**src/rtl/mmx_wb_pkg.sv**
```systemverilog
// mmx_wb_pkg: shared types for the alu3 writeback buffer.
// Entry layout and fixed MMX/ECX widths.
package mmx_wb_pkg;

    localparam int MMX_IDX_W = 3;
    localparam int ECX_W     = 32;

    typedef struct packed {
        logic [63:0]          data;
        logic [MMX_IDX_W-1:0] mm_idx;
        logic                 wr_mm;
        logic                 wr_ecx;
    } wb_entry_t;

endpackage

```
**src/rtl/mmx_wb_fifo.sv**
```systemverilog
// mmx_wb_fifo: DEPTH-entry in-order ring of wb_entry_t.
// Flush beats push/pop; pointers wrap, count tells full from empty.
module mmx_wb_fifo
    import mmx_wb_pkg::*;
#(
    parameter  int DEPTH = 2,
    localparam int PTR_W = $clog2(DEPTH),
    localparam int CNT_W = PTR_W + 1
) (
    input  logic                  clk,
    input  logic                  rst,
    input  logic                  push,
    input  logic                  pop,
    input  logic                  flush,
    input  wb_entry_t             wdata,
    output wb_entry_t             head,
    output logic                  head_valid,
    output logic [CNT_W-1:0]      count,
    output logic                  full,
    output logic [PTR_W-1:0]      head_ptr,
    output wb_entry_t [DEPTH-1:0] ents,
    output logic [DEPTH-1:0]      valids
);

    wb_entry_t [DEPTH-1:0] mem_q, mem_d;
    logic [DEPTH-1:0]      vld_q, vld_d;
    logic [PTR_W-1:0]      head_q, head_d;
    logic [PTR_W-1:0]      tail_q, tail_d;
    logic [CNT_W-1:0]      cnt_q, cnt_d;
    logic                  do_push;
    logic                  do_pop;

    assign full       = (cnt_q == CNT_W'(DEPTH));
    assign head_valid = vld_q[head_q];
    assign head       = mem_q[head_q];
    assign count      = cnt_q;
    assign head_ptr   = head_q;
    assign ents       = mem_q;
    assign valids     = vld_q;

    // No pass-through: a full ring refuses even if it pops this cycle
    assign do_push = push && !full && !flush;
    assign do_pop  = pop && head_valid && !flush;

    // Next-state for ring contents, pointers and occupancy
    always_comb begin
        mem_d  = mem_q;
        vld_d  = vld_q;
        head_d = head_q;
        tail_d = tail_q;
        cnt_d  = cnt_q;
        if (flush) begin
            vld_d  = '0;
            head_d = '0;
            tail_d = '0;
            cnt_d  = '0;
        end else begin
            if (do_pop) begin
                vld_d[head_q] = 1'b0;
                head_d        = head_q + PTR_W'(1);
            end
            if (do_push) begin
                mem_d[tail_q] = wdata;
                vld_d[tail_q] = 1'b1;
                tail_d        = tail_q + PTR_W'(1);
            end
            cnt_d = cnt_q + CNT_W'(do_push) - CNT_W'(do_pop);
        end
    end

    // State registers, cleared asynchronously
    always_ff @(posedge clk or negedge rst) begin
        if (!rst) begin
            mem_q  <= '0;
            vld_q  <= '0;
            head_q <= '0;
            tail_q <= '0;
            cnt_q  <= '0;
        end else begin
            mem_q  <= mem_d;
            vld_q  <= vld_d;
            head_q <= head_d;
            tail_q <= tail_d;
            cnt_q  <= cnt_d;
        end
    end

endmodule

```
**src/rtl/mmx_wb_buffer.sv**
```systemverilog
// mmx_wb_buffer: alu3 execute-to-writeback queue driving MMX and ECX ports.
// Define MMX_WB_FWD_EN to forward pending MMX results to execute.
module mmx_wb_buffer
    import mmx_wb_pkg::*;
#(
    parameter  int DEPTH  = 2,
    parameter  int DATA_W = 64,
    parameter  int IDX_W  = 3,
    localparam int PTR_W  = $clog2(DEPTH),
    localparam int CNT_W  = PTR_W + 1
) (
    input  logic              clk,
    input  logic              rst,
    input  logic              ex_valid,
    output logic              ex_ready,
    input  logic [DATA_W-1:0] alu_res3,
    input  logic [IDX_W-1:0]  ex_mm_idx,
    input  logic              ex_wr_mm,
    input  logic              ex_wr_ecx,
    input  logic              flush,
    input  logic              wb_stall,
    output logic              mm_wr_en,
    output logic [IDX_W-1:0]  mm_wr_idx,
    output logic [DATA_W-1:0] mm_wr_data,
    output logic              ecx_wr_en,
    output logic [ECX_W-1:0]  ecx_wr_data,
    output logic [CNT_W-1:0]  count,
    input  logic [IDX_W-1:0]  fwd_rd_idx,
    output logic              fwd_hit,
    output logic [DATA_W-1:0] fwd_data
);

    wb_entry_t             wdata;
    wb_entry_t             head;
    logic                  head_valid;
    logic                  full;
    logic [PTR_W-1:0]      head_ptr;
    wb_entry_t [DEPTH-1:0] ents;
    logic [DEPTH-1:0]      valids;

    assign wdata.data   = 64'(alu_res3);
    assign wdata.mm_idx = MMX_IDX_W'(ex_mm_idx);
    assign wdata.wr_mm  = ex_wr_mm;
    assign wdata.wr_ecx = ex_wr_ecx;
    assign ex_ready     = !full;

    mmx_wb_fifo #(
        .DEPTH(DEPTH)
    ) u_fifo (
        .clk       (clk),
        .rst       (rst),
        .push      (ex_valid),
        .pop       (!wb_stall),
        .flush     (flush),
        .wdata     (wdata),
        .head      (head),
        .head_valid(head_valid),
        .count     (count),
        .full      (full),
        .head_ptr  (head_ptr),
        .ents      (ents),
        .valids    (valids)
    );

    // Head decode: strobes on retire, payload zeroed when empty
    always_comb begin
        mm_wr_en    = 1'b0;
        ecx_wr_en   = 1'b0;
        mm_wr_idx   = '0;
        mm_wr_data  = '0;
        ecx_wr_data = '0;
        if (head_valid) begin
            mm_wr_en    = !wb_stall && head.wr_mm;
            ecx_wr_en   = !wb_stall && head.wr_ecx;
            mm_wr_idx   = IDX_W'(head.mm_idx);
            mm_wr_data  = DATA_W'(head.data);
            ecx_wr_data = head.data[ECX_W-1:0];
        end
    end

`ifdef MMX_WB_FWD_EN
    logic [PTR_W-1:0] fwd_p;

    // Scan oldest to youngest so the entry nearest the tail wins
    always_comb begin
        fwd_hit  = 1'b0;
        fwd_data = '0;
        fwd_p    = '0;
        for (int k = 0; k < DEPTH; k++) begin
            fwd_p = head_ptr + PTR_W'(k);
            if (valids[fwd_p] && ents[fwd_p].wr_mm &&
                ents[fwd_p].mm_idx == MMX_IDX_W'(fwd_rd_idx)) begin
                fwd_hit  = 1'b1;
                fwd_data = DATA_W'(ents[fwd_p].data);
            end
        end
    end
`else
    logic unused_fwd;

    assign fwd_hit    = 1'b0;
    assign fwd_data   = '0;
    assign unused_fwd = ^{fwd_rd_idx, ents, valids, head_ptr};
`endif

endmodule
```
**config.mk**
```make
export PLATFORM = sky130hd
export DESIGN_NAME = mmx_wb_buffer
export DESIGN_NICKNAME = d
export VERILOG_FILES = /design/src/rtl/mmx_wb_pkg.sv /design/src/rtl/mmx_wb_fifo.sv /design/src/rtl/mmx_wb_buffer.sv
export SDC_FILE = /design/constraint.sdc
export NUM_CORES = 1
export LEC_CHECK = 0
export BUFFER_PORTS_ARGS = -buffer_cell sky130_fd_sc_hd__buf_2
export CORE_MARGIN = 4
export CORE_UTILIZATION = 55
export CTS_BUF_LIST = sky130_fd_sc_hd__clkbuf_8 sky130_fd_sc_hd__clkbuf_16
export DETAILED_ROUTE_END_ITERATION = 8
export PLACE_DENSITY = 0.92
export SLEW_MARGIN = 10
export SYNTH_ARGS = -nofsm -noshare
export SYNTH_HDL_FRONTEND = slang
export SYNTH_SLANG_ARGS = --single-unit
```
**constraint.sdc**
```tcl
create_clock -name clk -period 3.4 [get_ports clk]
set_input_delay 0 -clock clk [delete_from_list [all_inputs] [get_ports clk]]
set_output_delay 0 -clock clk [all_outputs]
set_load 0.05 [all_outputs]
```
After elaboration in Yosys (flattened, before gate mapping)
Index checks and enable logic that the tools add are counted.

Register bits: 144. Input bits: 77. Output and inout port bits: 169. Word-level logic and storage cells: 64.

Add/sub/neg operators: 4. $lt $le $gt $ge: 4. Equal/unequal tests: 1. Muxes and demuxes: 25. Bitwise gates (word level): 4. Reductions and logical operators: 14.

Operators with widths (count): $mux W69 (3); $bwmux W138 (1); $demux W69 S1 (1); $mux W64 (1); $mux W32 (1); $mux W1 (10); $mux W2 (5); $logic_and A1 B1 Y1 (8); $lt A1 B2 Y1 const B (2); $reduce_bool A2 Y1 (2); $logic_not A1 Y1 (3); $mux W3 (1); $add A1 B1 Y1 const B (2); $add A2 B1 Y2 (1); $and A2 B2 Y2 (1); $demux W1 S1 (2); $eq A2 B2 Y1 const B (1); $ge A1 B1 Y1 const B (2); $not A2 Y2 (1); $or A2 B2 Y2 (1); $reduce_and A2 Y1 (1); $sub A2 B1 Y2 (1); $not A1 Y1 (1).

Longest topological paths before layout
Gate-level depths: netlist of the first run.

Depth in word-level cells: 11. Gate-level depth with buffers: 9. Depth with buffers taken out: 7.

Modules after synthesis
From an unflattened synthesis of the first run, not the netlist that was laid out.

Cell total of the unflattened synthesis: 576. Area total of the unflattened synthesis: 7514.7 µm².

Modules (own cells, without submodules): mmx_wb_fifo (instances 1, cells each 400, area an instance 6271.0 µm², seq. area each 3603.5 µm²); mmx_wb_buffer (instances 1, cells each 176, area an instance 1243.7 µm², seq. area each 0.0 µm²).

Worst setup path after synthesis of the first run
OpenSTA, ideal clock, no wires.

Path type: reg-to-reg. Start: reg u_fifo.cnt_q[0], in the netlist u_fifo.count[0]. End: reg u_fifo.mem_q (netlist bit u_fifo.ents[100]). Setup time: 0.125 ns. Arrival time: 1.994 ns. Required time: 3.275 ns. Setup slack: 1.281 ns. Stages on the path, launching flop included: 6. Buffers on the path: 1. Period minus slack after synthesis: 2.119 ns. Cells stage by stage: dfrtp_1 > and2b_1 > inv_1 > nand4b_1 > buf_2 > mux2_2.

Longest elaborated chain between the ends: 5.

RTL lines: start: declaration (RTL line mmx_wb_fifo.sv:29) `logic [CNT_W-1:0] cnt_q, cnt_d;`; start signal: assignment (RTL line mmx_wb_fifo.sv:84) `cnt_q <= cnt_d;`; $eq A2 B2 Y1 (RTL line mmx_wb_fifo.sv:33) `assign full = (cnt_q == CNT_W'(DEPTH));`; $logic_not A1 Y1; net ex_ready (RTL line mmx_wb_buffer.sv:15) `output logic ex_ready,`; $logic_and A1 B1 Y1 (2 in series) (RTL line mmx_wb_fifo.sv:42) `assign do_push = push && !full && !flush;`; $reduce_and A2 Y1 (no line); end signal: assignment (RTL line mmx_wb_fifo.sv:80) `mem_q <= mem_d;`; end: declaration (RTL line mmx_wb_fifo.sv:25) `wb_entry_t [DEPTH-1:0] mem_q, mem_d;`.

The timed path passes the listed nets, and every way through them passes these cells. A chain may end at the register's enable or synchronous reset.

Worst setup path in the final report of the first run
Start: reg u_fifo.head_q, in the netlist u_fifo.head_ptr. End: out ecx_wr_data[21].

Longest elaborated chain between the ends: 3. Elaborated cells between the ends (all ways): 5. Those cells by class: mux: 5.

RTL lines: start: declaration (RTL line mmx_wb_fifo.sv:27) `logic [PTR_W-1:0] head_q, head_d;`; start signal: assignment (RTL line mmx_wb_fifo.sv:76) `head_q <= '0;`; start signal: assignment (RTL line mmx_wb_fifo.sv:82) `head_q <= head_d;`; $mux W69 (not written as such) or $mux W1 (tied branches) (2 in series) (RTL line mmx_wb_fifo.sv:35, mmx_wb_fifo.sv:34); $mux W32 (*) (RTL line mmx_wb_buffer.sv:72) `if (head_valid) begin`; end: declaration (RTL line mmx_wb_buffer.sv:26) `output logic [ECX_W-1:0] ecx_wr_data,`.

Mark *: on every way between the ends. The rest lies on a longest branch, timed or not. The select of a mux whose other input is x is not followed.

==> impl_results.md, run 1 <==
* CTS tree: done
* Worst EP arrival at 2.67 ns
* Unique masters post-synth at 25
* P&R area growth vs syn at 26.9%
* Routability cong. at 0.711
* Count of final max-slew check failures at 0
* Antenna violations before repair at 0
* Global-route congestion overflow total at 0
* Post-CTS resize count at 0
* Layout cells sized above 1 at 43.8%
* Htree depth at 4
* Seq. cell area at ~3600 um^2
* Critical path endpoint category: primary output
* Crit path cell chain: buf_4, mux2i_1, nor2_1, buf_2
* Via/cell ratio at about 5.0
* DP HPWL at 10,100 um
* Status: complete, no violations
* Clock root buffer: clkbuf_16
* Number of global-route vias before repair at 5,342
* # port buffers at 177
* Met1 Use GR at 25.5%
* DR vias at ~5k
* NumNets Final at 869
* Die Y at 122 um
* Mapped Area at between 7000 and 8000 um^2
* Met2 Usage GRT at a little over two fifths
* Area of the multi-input gates at 2930 um^2
* Residual DRC count at 0
* Post-Synthesis Cells at 576
* Critical Path Start: u_fifo.head_ptr
* Slew of the pin with the lowest slew margin at 0.855 ns
* Leak at between 4 and 5 nW
* Largest stage delay, worst path at 0.74 ns
* Clock transition at path regs at 0.06 ns
* Power Density at 721 nW/um^2
* Clock Tree Buf Depth at 2
* Synth Warn # at 0
* GRT Max-Usage Layer: met2
* Core area at about 13,000 um^2
* Final WL at 16,900 um
* Final core utilization at 71.8%
* Max-cap violations at 0
* # setup viols final at 0
* Initial cell density of the core at 56.6%
* Setup TNS at 0 ns
* Post-route ant nets at 0
* Final Cycle Share at around four fifths
* Worst-path maximum fanout at between 40 and 50
* Die Wd at 122 um
* Register area share after synthesis at 50.2%
* Worst Hold Class: in2reg
* Setup crit start kind: flop
* Fin. Hold Viols at 0
* VDD IR max at 0.516 mV
* Hold path startpoint: ex_valid
* FF+latch count, synth at 144
* Slowest CP cell: dfrtp_4
* First-pass GRT wire length at 26,800 um
* CTS sink count at roughly 140
* WL per Instance at around 17 um
* Min Tclk post-route at 2.67 ns
* Drt first pass iters at 4
* Row count at 41
* Worst-Skew Late Latency at 0.42 ns
* Fmax at 374 MHz
* Worst clock skew at between 0.01 and 0.015 ns
* Mean Syn Cell Area at 12.5 um^2
* Reg2Reg Launch Point: u_fifo.head_ptr
* Fillcell total at 772
* # IOs at 246
* RSZ-0062 raised after global routing: false
* Initial drt markers at 225
* Flop2flop setup slack at 1.11 ns
* Slew margin rel. at 43.0%
* Kind of critical path: reg2out
* Total CTS buffers at 17
* Critical Path RT at around 3.4 ns
* Met3 GRT Util at 6.22%
* Full die area at 14,900 um^2
* Largest net degree at the start of global routing at 93
* Gr usage total at 23.5%
## synthesized netlist by cell type
library cell	instances	area, um^2
a21oi_1	2	10.0
and2b_1	1	7.51
buf_2	22	110
buf_4	97	728
clkbuf_1	8	30.0
conb_1	1	3.75
dfrtp_1	144	3600
ha_1	2	25.0
inv_1	5	18.8
mux2_1	6	67.6
mux2_2	132	1490
mux2i_1	70	701
nand2_1	1	3.75
nand4b_1	1	8.76
nor2_1	69	259
nor2b_1	2	12.5
nor3_1	4	20.0
nor3b_1	1	7.51
nor4_4	1	21.3
o21ai_0	2	10.0
o31ai_1	1	7.51
or2_2	1	6.26
or3_1	1	6.26
xnor2_1	1	8.76
xor2_1	1	8.76
## critical path: cells and delay by family, from the launching register on
kind | cells | cell delay [ns]
buffers and inverters | 2 | 1.03
DFF | 1 | 0.74
muxes | 1 | 0.16
and+or+nand+nor | 1 | 0.24
## path summary, 6_finish.rpt
path / end / depth (start not counted)
max: ecx_wr_data[21] / 4
min: u_fifo.tail_q / 4
max reg2reg: u_fifo.count[1] / 8
min reg2reg: u_fifo.ents[65] / 1
max in group asynchronous: u_fifo.ents[20] / 3
min in group asynchronous: u_fifo.ents[56] / 2
## layout make-up
type	count	share of cell area [%]
sequential	144	39.6
multi-input combinational	364	32.2
timing repair buffer	258	18.5
clock buffer	21	5.28
tap	172	2.36
clock inverter	11	1.77
inverter	5	0.206
antenna	1	0.0275
## state kept, by name (all words and copies together) (netlist names)
name	flops
u_fifo.count	2
u_fifo.tail_q	1
u_fifo.ents	138
u_fifo.valids	2
u_fifo.head_ptr	1
## power breakdown
| group | internal (mW) | leakage [nW] | switching, mW |
|---|---|---|---|
| clock | 1.30 | 0.318 | 0.703 |
| combinational | 0.756 | 2.32 | 1.26 |
| sequential | 2.25 | 1.72 | 0.296 |
## cell families (layout without fill, tap and decap cells)
| family | count (synthesis) | count (layout) | synth area share, % |
|---|---|---|---|
| adders and majority gates | 2 | 2 | 0.349 |
| and+or+nand+nor | 82 | 82 | 4.92 |
| buffers and inverters | 132 | 295 | 12.4 |
| other | 1 | 66 | 0.0523 |
| AOI/OAI and AO/OA | 5 | 5 | 0.384 |
| xor gates and xnor gates | 2 | 2 | 0.244 |
| muxes | 208 | 208 | 31.4 |
| DFF | 144 | 144 | 50.2 |
## stage by stage
step                      hold WS (ns)  area (um^2)  std cells  total power, mW  setup slack (ns)
final                           0.0407         9100        976             6.56             0.729
after global placement           0.123         7730        871             4.39              1.15
after detailed placement         0.129         7730        871             4.48              1.12
after CTS                       0.0142         9100        975             6.54             0.685
after global routing            0.0504         9100        975             6.87             0.580
after floorplan                 -0.296         7410        640             4.15              1.28
## metal layers
| metal | routed length, um | part of all wire [%] |
|---|---|---|
| met5 | 0 | 0 |
| met1 | 6340 | 37 |
| met2 | 8930 | 53 |
| met4 | 452 | 2.7 |
| met3 | 1220 | 7.2 |
## what timing repair did
item / CTS / global route
hold buffers: 72 / 0
hold endpoints to repair: 233 / 0
setup buffers: 0 / 0
## layout by cell type (no fill, tap or decap), types with 4 or more instances in the layout
cell type / count
mux2_1: 6
buf_2: 176
dlygate4sd3_1: 72
clkbuf_8: 4
mux2_2: 132
clkbuf_16: 17
mux2i_1: 69
bufinv_16: 4
nor3_1: 4
conb_1: 65
dfrtp_1: 143
nor2_1: 69
buf_4: 9
inv_1: 7
Note: power is estimated with default switching activity, not from simulation.
==> run 2, diff against run 1 <==
--- a/config.mk
+++ b/config.mk
@@ -5,12 +5,13 @@
 export SDC_FILE = /design/constraint.sdc
 export NUM_CORES = 1
 export LEC_CHECK = 0
+export ABC_AREA = 1
 export BUFFER_PORTS_ARGS = -buffer_cell sky130_fd_sc_hd__buf_2
 export CORE_MARGIN = 4
-export CORE_UTILIZATION = 55
+export CORE_UTILIZATION = 47
 export CTS_BUF_LIST = sky130_fd_sc_hd__clkbuf_8 sky130_fd_sc_hd__clkbuf_16
 export DETAILED_ROUTE_END_ITERATION = 8
-export PLACE_DENSITY = 0.92
+export PLACE_DENSITY = 0.83
 export SLEW_MARGIN = 10
 export SYNTH_ARGS = -nofsm -noshare
 export SYNTH_HDL_FRONTEND = slang
==> constraint.sdc (replaced) <==
create_clock -name clk -period 2.35 [get_ports clk]
set_input_delay 0 -clock clk [delete_from_list [all_inputs] [get_ports clk]]
set_output_delay 0 -clock clk [all_outputs]
set_load 0.05 [all_outputs]
==> impl_results.md, run 2 <==
* Reg2Reg Launch Point: u_fifo.count[1]
* Fmax at 499 MHz
* Mean Syn Cell Area at around 7.2 um^2
* # port buffers at 177
* CTS tree: done
* RSZ-0062 raised after global routing: false
* Most used standard cell by instance count after synthesis: nand2_1
* CP most frequent cell: nand2_1
* DR vias at 6,964
* Worst EP arrival at 2.01 ns
* Setup TNS at 0 ns
* Post-CTS resize count at 0
* Core area at 16,500 um^2
* Top cells by count, synth: nand2_1, dfrtp_1, inv_1
* Post-CTS Hold Buffers at between 70 and 80
* FF-to-FF path depth at 5
* P&R area growth vs syn at 22.2%
* Slowest CP cell: dfrtp_2
* Kind of critical path: reg2out
* Post-place instance area at roughly 8400 um^2
* First-pass GRT wire length at 32,200 um
* Final core utilization at between 50 and 60%
* Initial drt markers at 372
* Largest stage delay, worst path at 0.46 ns
* Die Y at between 100 and 150 um
* Synth top area share at 45.6%
* Clock Tree Buf Depth at 2
* Die Wd at around 140 um
* Min Tclk post-route at 2.01 ns
* Critical Path Start: u_fifo.head_ptr
* Worst clock skew at 0.00652 ns
* Gr usage total at a little over a fifth
* Flop2flop setup slack at approximately 0.62 ns
* Most frequent cells in the layout: nand2_1, buf_2, inv_1
* Most frequently used flop master after synthesis: dfrtp_1
* Design area at around 9700 um^2
* Slew margin rel. at between 40% and 50%
* WP buf/inv at 3
* Clock root buffer: clkbuf_16
* Via/cell ratio at 4.59
* Synth async-reset ratio at 100%
* # setup viols final at 0
* Post-Synthesis Cells at between 1k and 1.5k
* Max-cap violations at 0
* Synth Warn # at 0
* Power Density at between 900 and 1000 nW/um^2
* Clock transition at path regs at 0.05 ns
* Fin. Hold Viols at 0
* FF-to-FF End: u_fifo.ents[38]
* Hold path cells at 3
* CTS sink count at around 140
* Crit path depth at 6
* Number of global-route vias before repair at 6,660
* Max reg flops at 138
* Crit path cell chain: nand2_1, o21ai_4, buf_4, nand2_1, inv_1, buf_2
* Worst-Skew Late Latency at 0.41 ns
* FF+latch count, synth at 144
* Worst Hold Class: in2reg
* Final WL at about 20,000 um
* # IOs at 246
* Setup crit start kind: flop
* Leak at 6.10 nW
* Drt first pass iters at 5
* Mapped Area at 7910 um^2
* Total CTS buffers at 17
* Global-route congestion overflow total at 0
* Top post-synthesis cells by area: dfrtp_1, nand2_1, buf_4
* Post-route ant nets at 0
* Full die area at 19,000 um^2
* Setup Buffers After CTS at 0
* EDFF count, synth at 0
* Status: complete, no violations
* Most common cell after layout, fill and taps aside: nand2_1
* WL per Instance at ~13 um
* Worst setup path end: mm_wr_idx[2]
* Slew of the pin with the lowest slew margin at 0.787 ns
* Fillcell total at 1,458
* NumNets Final at 1,363
* Htree depth at 4
* Antenna violations before repair at 0
* Count of final max-slew check failures at 0
* Critical Path RT at ~2.4 ns
* Top delay family on crit path: buffers and inverters
* Row count at 47
* Layout cells sized above 1 at 17.4%
* Final Cycle Share at approximately 85%
* Largest net degree at the start of global routing at 145
* Register area share after synthesis at 45.6%
* Antenna cell count at 0
* DP HPWL at 11,900 um
* Worst-path maximum fanout at 38
* Critical path endpoint category: primary output
* Initial cell density of the core at 47.8%
* Unique masters post-synth at 23
* Routability cong. at 0.752
* VDD IR max at 0.580 mV
* Biggest area consumer among synthesized cells: dfrtp_1
* Residual DRC count at 0
## run 2: changes by cell type after synthesis, sizes merged, moves of 4 or more
cell / previous run / this run
clkbuf: 8 / 14
nand3: 0 / 71
mux2: 138 / 0
mux2i: 70 / 0
nor3: 4 / 0
o21ai: 2 / 73
buf: 119 / 141
nand2: 1 / 488
inv: 5 / 144
nor2: 69 / 6
## run 2: kinds of logic (layout without fill, tap and decap cells)
family,after synthesis,after routing,share of synthesized area (%)
and+or+nand+nor,568,568,28.4
DFF,144,144,45.6
AOI/OAI and AO/OA,78,78,5.02
buffers and inverters,299,439,20.6
adders and majority gates,2,2,0.316
other,1,65,0.0474
## run 2: through the flow
| step | power [mW] | setup WS (ns) | std cells | hold slack [ns] |
|---|---|---|---|---|
| finish | 9.20 | 0.344 | 1516 | 0.190 |
| global placement | 6.61 | 0.648 | 1413 | 0.177 |
| global route | 9.82 | 0.199 | 1516 | 0.222 |
| CTS | 9.25 | 0.322 | 1516 | 0.180 |
| detailed placement | 6.71 | 0.618 | 1413 | 0.182 |
| floorplan | 6.16 | 0.480 | 1156 | -0.296 |
## run 2: worst min path at each step
| stage | startpoint | to | slack (ns) |
|---|---|---|---|
| 4_1_cts | ex_valid | u_fifo.ents[78] | 0.18 |
| 3_3_place_gp | rst | u_fifo.ents[117] | 0.18 |
| 5_1_grt | ex_valid | u_fifo.ents[74] | 0.22 |
| 3_5_place_dp | rst | u_fifo.ents[49] | 0.18 |
| 2_1_floorplan | rst | u_fifo.count[0] | -0.30 |
| 6_report | ex_valid | u_fifo.ents[81] | 0.19 |
## run 2: report_power, final
part           leakage (nW)  internal [mW]  total, mW  switching, mW
logic                  4.06          0.891       3.16           2.26
clock network         0.282           1.44       2.40          0.955
registers              1.76           3.23       3.65          0.410
## run 2: cell type report
cell class                      instances  area [um^2]  area share [%]
Sequential cell                       144         3600            37.3
Tap cell                              220          275            2.85
Clock buffer                           18          439            4.55
Clock inverter                         13         85.1           0.881
Multi-Input combinational cell        713         2940            30.4
Timing Repair Buffer                  264         1780            18.4
Inverter                              144          541            5.60
## run 2: tightest hold or removal path, cell delays in order
cell and delay (ns):
buf_2 0.14, nand3_4 0.32, o21ai_1 0.09
## run 2: layer usage
| metal | track usage (%) | wire [um] | part of all wire [%] | vias up |
|---|---|---|---|---|
| met1 | 26.8 | 8300 | 41 | 3199 |
| met2 | 37.3 | 10100 | 50 | 269 |
| met4 | 5.16 | 193 | 0.96 | 0 |
| li1 | - | - | - | 3479 |
| met3 | 5.30 | 1530 | 7.6 | 17 |
| met5 | 0 | 0 | 0 | - |
==> run 3, diff against run 2 <==
--- a/config.mk
+++ b/config.mk
@@ -8,10 +8,10 @@
 export ABC_AREA = 1
 export BUFFER_PORTS_ARGS = -buffer_cell sky130_fd_sc_hd__buf_2
 export CORE_MARGIN = 4
-export CORE_UTILIZATION = 47
+export CORE_UTILIZATION = 55
 export CTS_BUF_LIST = sky130_fd_sc_hd__clkbuf_8 sky130_fd_sc_hd__clkbuf_16
 export DETAILED_ROUTE_END_ITERATION = 8
-export PLACE_DENSITY = 0.83
+export PLACE_DENSITY = 0.91
 export SLEW_MARGIN = 10
 export SYNTH_ARGS = -nofsm -noshare
 export SYNTH_HDL_FRONTEND = slang
==> constraint.sdc (replaced) <==
create_clock -name clk -period 2.6 [get_ports clk]
set_input_delay 0 -clock clk [delete_from_list [all_inputs] [get_ports clk]]
set_output_delay 0 -clock clk [all_outputs]
set_load 0.05 [all_outputs]
==> impl_results.md, run 3 (synthesized netlist as in run 2, its figures left out) <==
* Initial cell density of the core at 56.5%
* RSZ-0062 raised after global routing: false
* Full die area at 16,400 um^2
* Initial drt markers at 520
* Most frequent cells in the layout: nand2_1, buf_2, inv_1, dfrtp_1, dlygate4sd3_1
* Antenna violations before repair at 0
* Slowest CP cell: dfrtp_2
* Worst-path maximum fanout at 33
* Via/cell ratio at 4.93
* Worst EP arrival at 2.45 ns
* Largest net degree at the start of global routing at 92
* Kind of critical path: reg2out
* GRT Max-Usage Layer: met2
* Status: complete, no violations
* P&R area growth vs syn at 21.6%
* Clock root buffer: clkbuf_16
* WL per Instance at 14.4 um
* Final Non-Filler Cells at 1,475
* Met1 Use GR at 30.6%
* Worst-Skew Late Latency at 0.42 ns
* Clock transition at path regs at 0.06 ns
* Fmax at 408 MHz
* DR vias at 7,268
* Setup crit start kind: flop
* Largest stage delay, worst path at 0.44 ns
* Pre-CTS WS at 0.431 ns
* Max-cap violations at 0
* # port buffers at 177
* Worst Hold Class: in2reg
* Min Tclk post-route at between 2 and 2.5 ns
* Slew margin rel. at 33.7%
* CTS tree: done
* CTS sink count at 144
* Count of final max-slew check failures at 0
* First-pass GRT wire length at 33,800 um
* Post-route ant nets at 0
* Met2 Usage GRT at 45.1%
* Core area at between 10,000 and 15,000 um^2
* PnR Total Power at ~8.4 mW
* VDD IR max at 0.566 mV
* Number of global-route vias before repair at ~7k
* Setup Buffers After CTS at 0
* # IOs at around 250
* Setup TNS at 0 ns
* Routability cong. at 0.784
* Gr usage total at 25.9%
* Leak at around 6.1 nW
* CP most frequent cell: nand2_1
* Max reg flops at around 140
* Clock Tree Buf Depth at 2
* Fin. Hold Viols at 0
* Die Y at 128 um
* Slew of the pin with the lowest slew margin at roughly 1 ns
* Power Density at 869 nW/um^2
* Global-route congestion overflow total at 0
* Worst clock skew at 0.00761 ns
* Most common cell after layout, fill and taps aside: nand2_1
* Critical Path RT at 2.60 ns
* NumNets Final at 1,363
* Htree depth at 4
* Crit path cell chain: buf_6, nand2_1, o21ai_4, buf_12, nand2_1, inv_1, buf_2
* Placed Cells at between 1k and 1.5k
* Final WL at 21,300 um
* Die Wd at approximately 130 um
* Setup ws final at 0.149 ns
* Drt first pass iters at 5
* Total CTS buffers at 17
* Critical path endpoint category: primary output
* Row count at 43
* Met3 GRT Util at 5.58%
* Residual DRC count at 0
* Layout cells sized above 1 at ~18%
* DP HPWL at 12,200 um
* # setup viols final at 0
* Final Cycle Share at a little over nine tenths
## run 3: timing repair
item | 4_1_cts | 5_1_grt
endpoints found under the setup margin | 0 | 40
hold buffers | 72 | 0
hold endpoints to repair | 215 | 0
gates resized for setup | 0 | 1
## run 3: final timing paths
check / start / endpoint / slack [ns] / cells past startpoint
worst min-delay path: ex_valid / u_fifo.ents[1] / 0.09 / 4
min in group asynchronous: rst / u_fifo.ents[118] / 0.17 / 2
max in group asynchronous: rst / u_fifo.ents[29] / 1.65 / 3
worst max-delay path: u_fifo.head_ptr / mm_wr_data[50] / 0.15 / 7
worst max register to register: u_fifo.head_ptr / u_fifo.count[1] / 0.48 / 11
worst min register to register: u_fifo.ents[40] / u_fifo.ents[40] / 0.48 / 2
## run 3: area by class of cell
type,instances,area (um^2)
Antenna cell,1,2.50
Sequential cell,144,3600
Fill cell,1081,4370
Clock inverter,8,41.3
Timing Repair Buffer,263,1770
Tap cell,180,225
Multi-Input combinational cell,714,2950
Inverter,144,541
Clock buffer,21,480
## run 3: power by group
part | internal (mW) | switching (mW) | total, mW
logic | 0.809 | 2.08 | 2.89
clock network | 1.29 | 0.884 | 2.17
registers | 2.92 | 0.368 | 3.29
## run 3: through the flow
stage | utilization [%] | hold slack [ns] | area, um^2
final | 68.7 | 0.0939 | 9620
after global routing | 68.7 | 0.104 | 9610
after CTS | 68.6 | 0.0720 | 9600
after detailed placement | 59.7 | 0.0769 | 8360
after global placement | 59.7 | 0.0718 | 8360
after floorplan | - | -0.296 | 8150
## run 3: metal layers
metal | share of wire [%] | vias to the layer above
li1 | - | 3483
met1 | 37 | 3325
met2 | 51 | 393
met3 | 8.4 | 67
met4 | 3.1 | 0
met5 | 0 | -
## run 3: critical path, delay by kind of cell, from the launching register on
family	cells	cell delay (ns)
buf+inv	4	0.94
flops	1	0.44
simple gates	2	0.33
compound gates	1	0.32
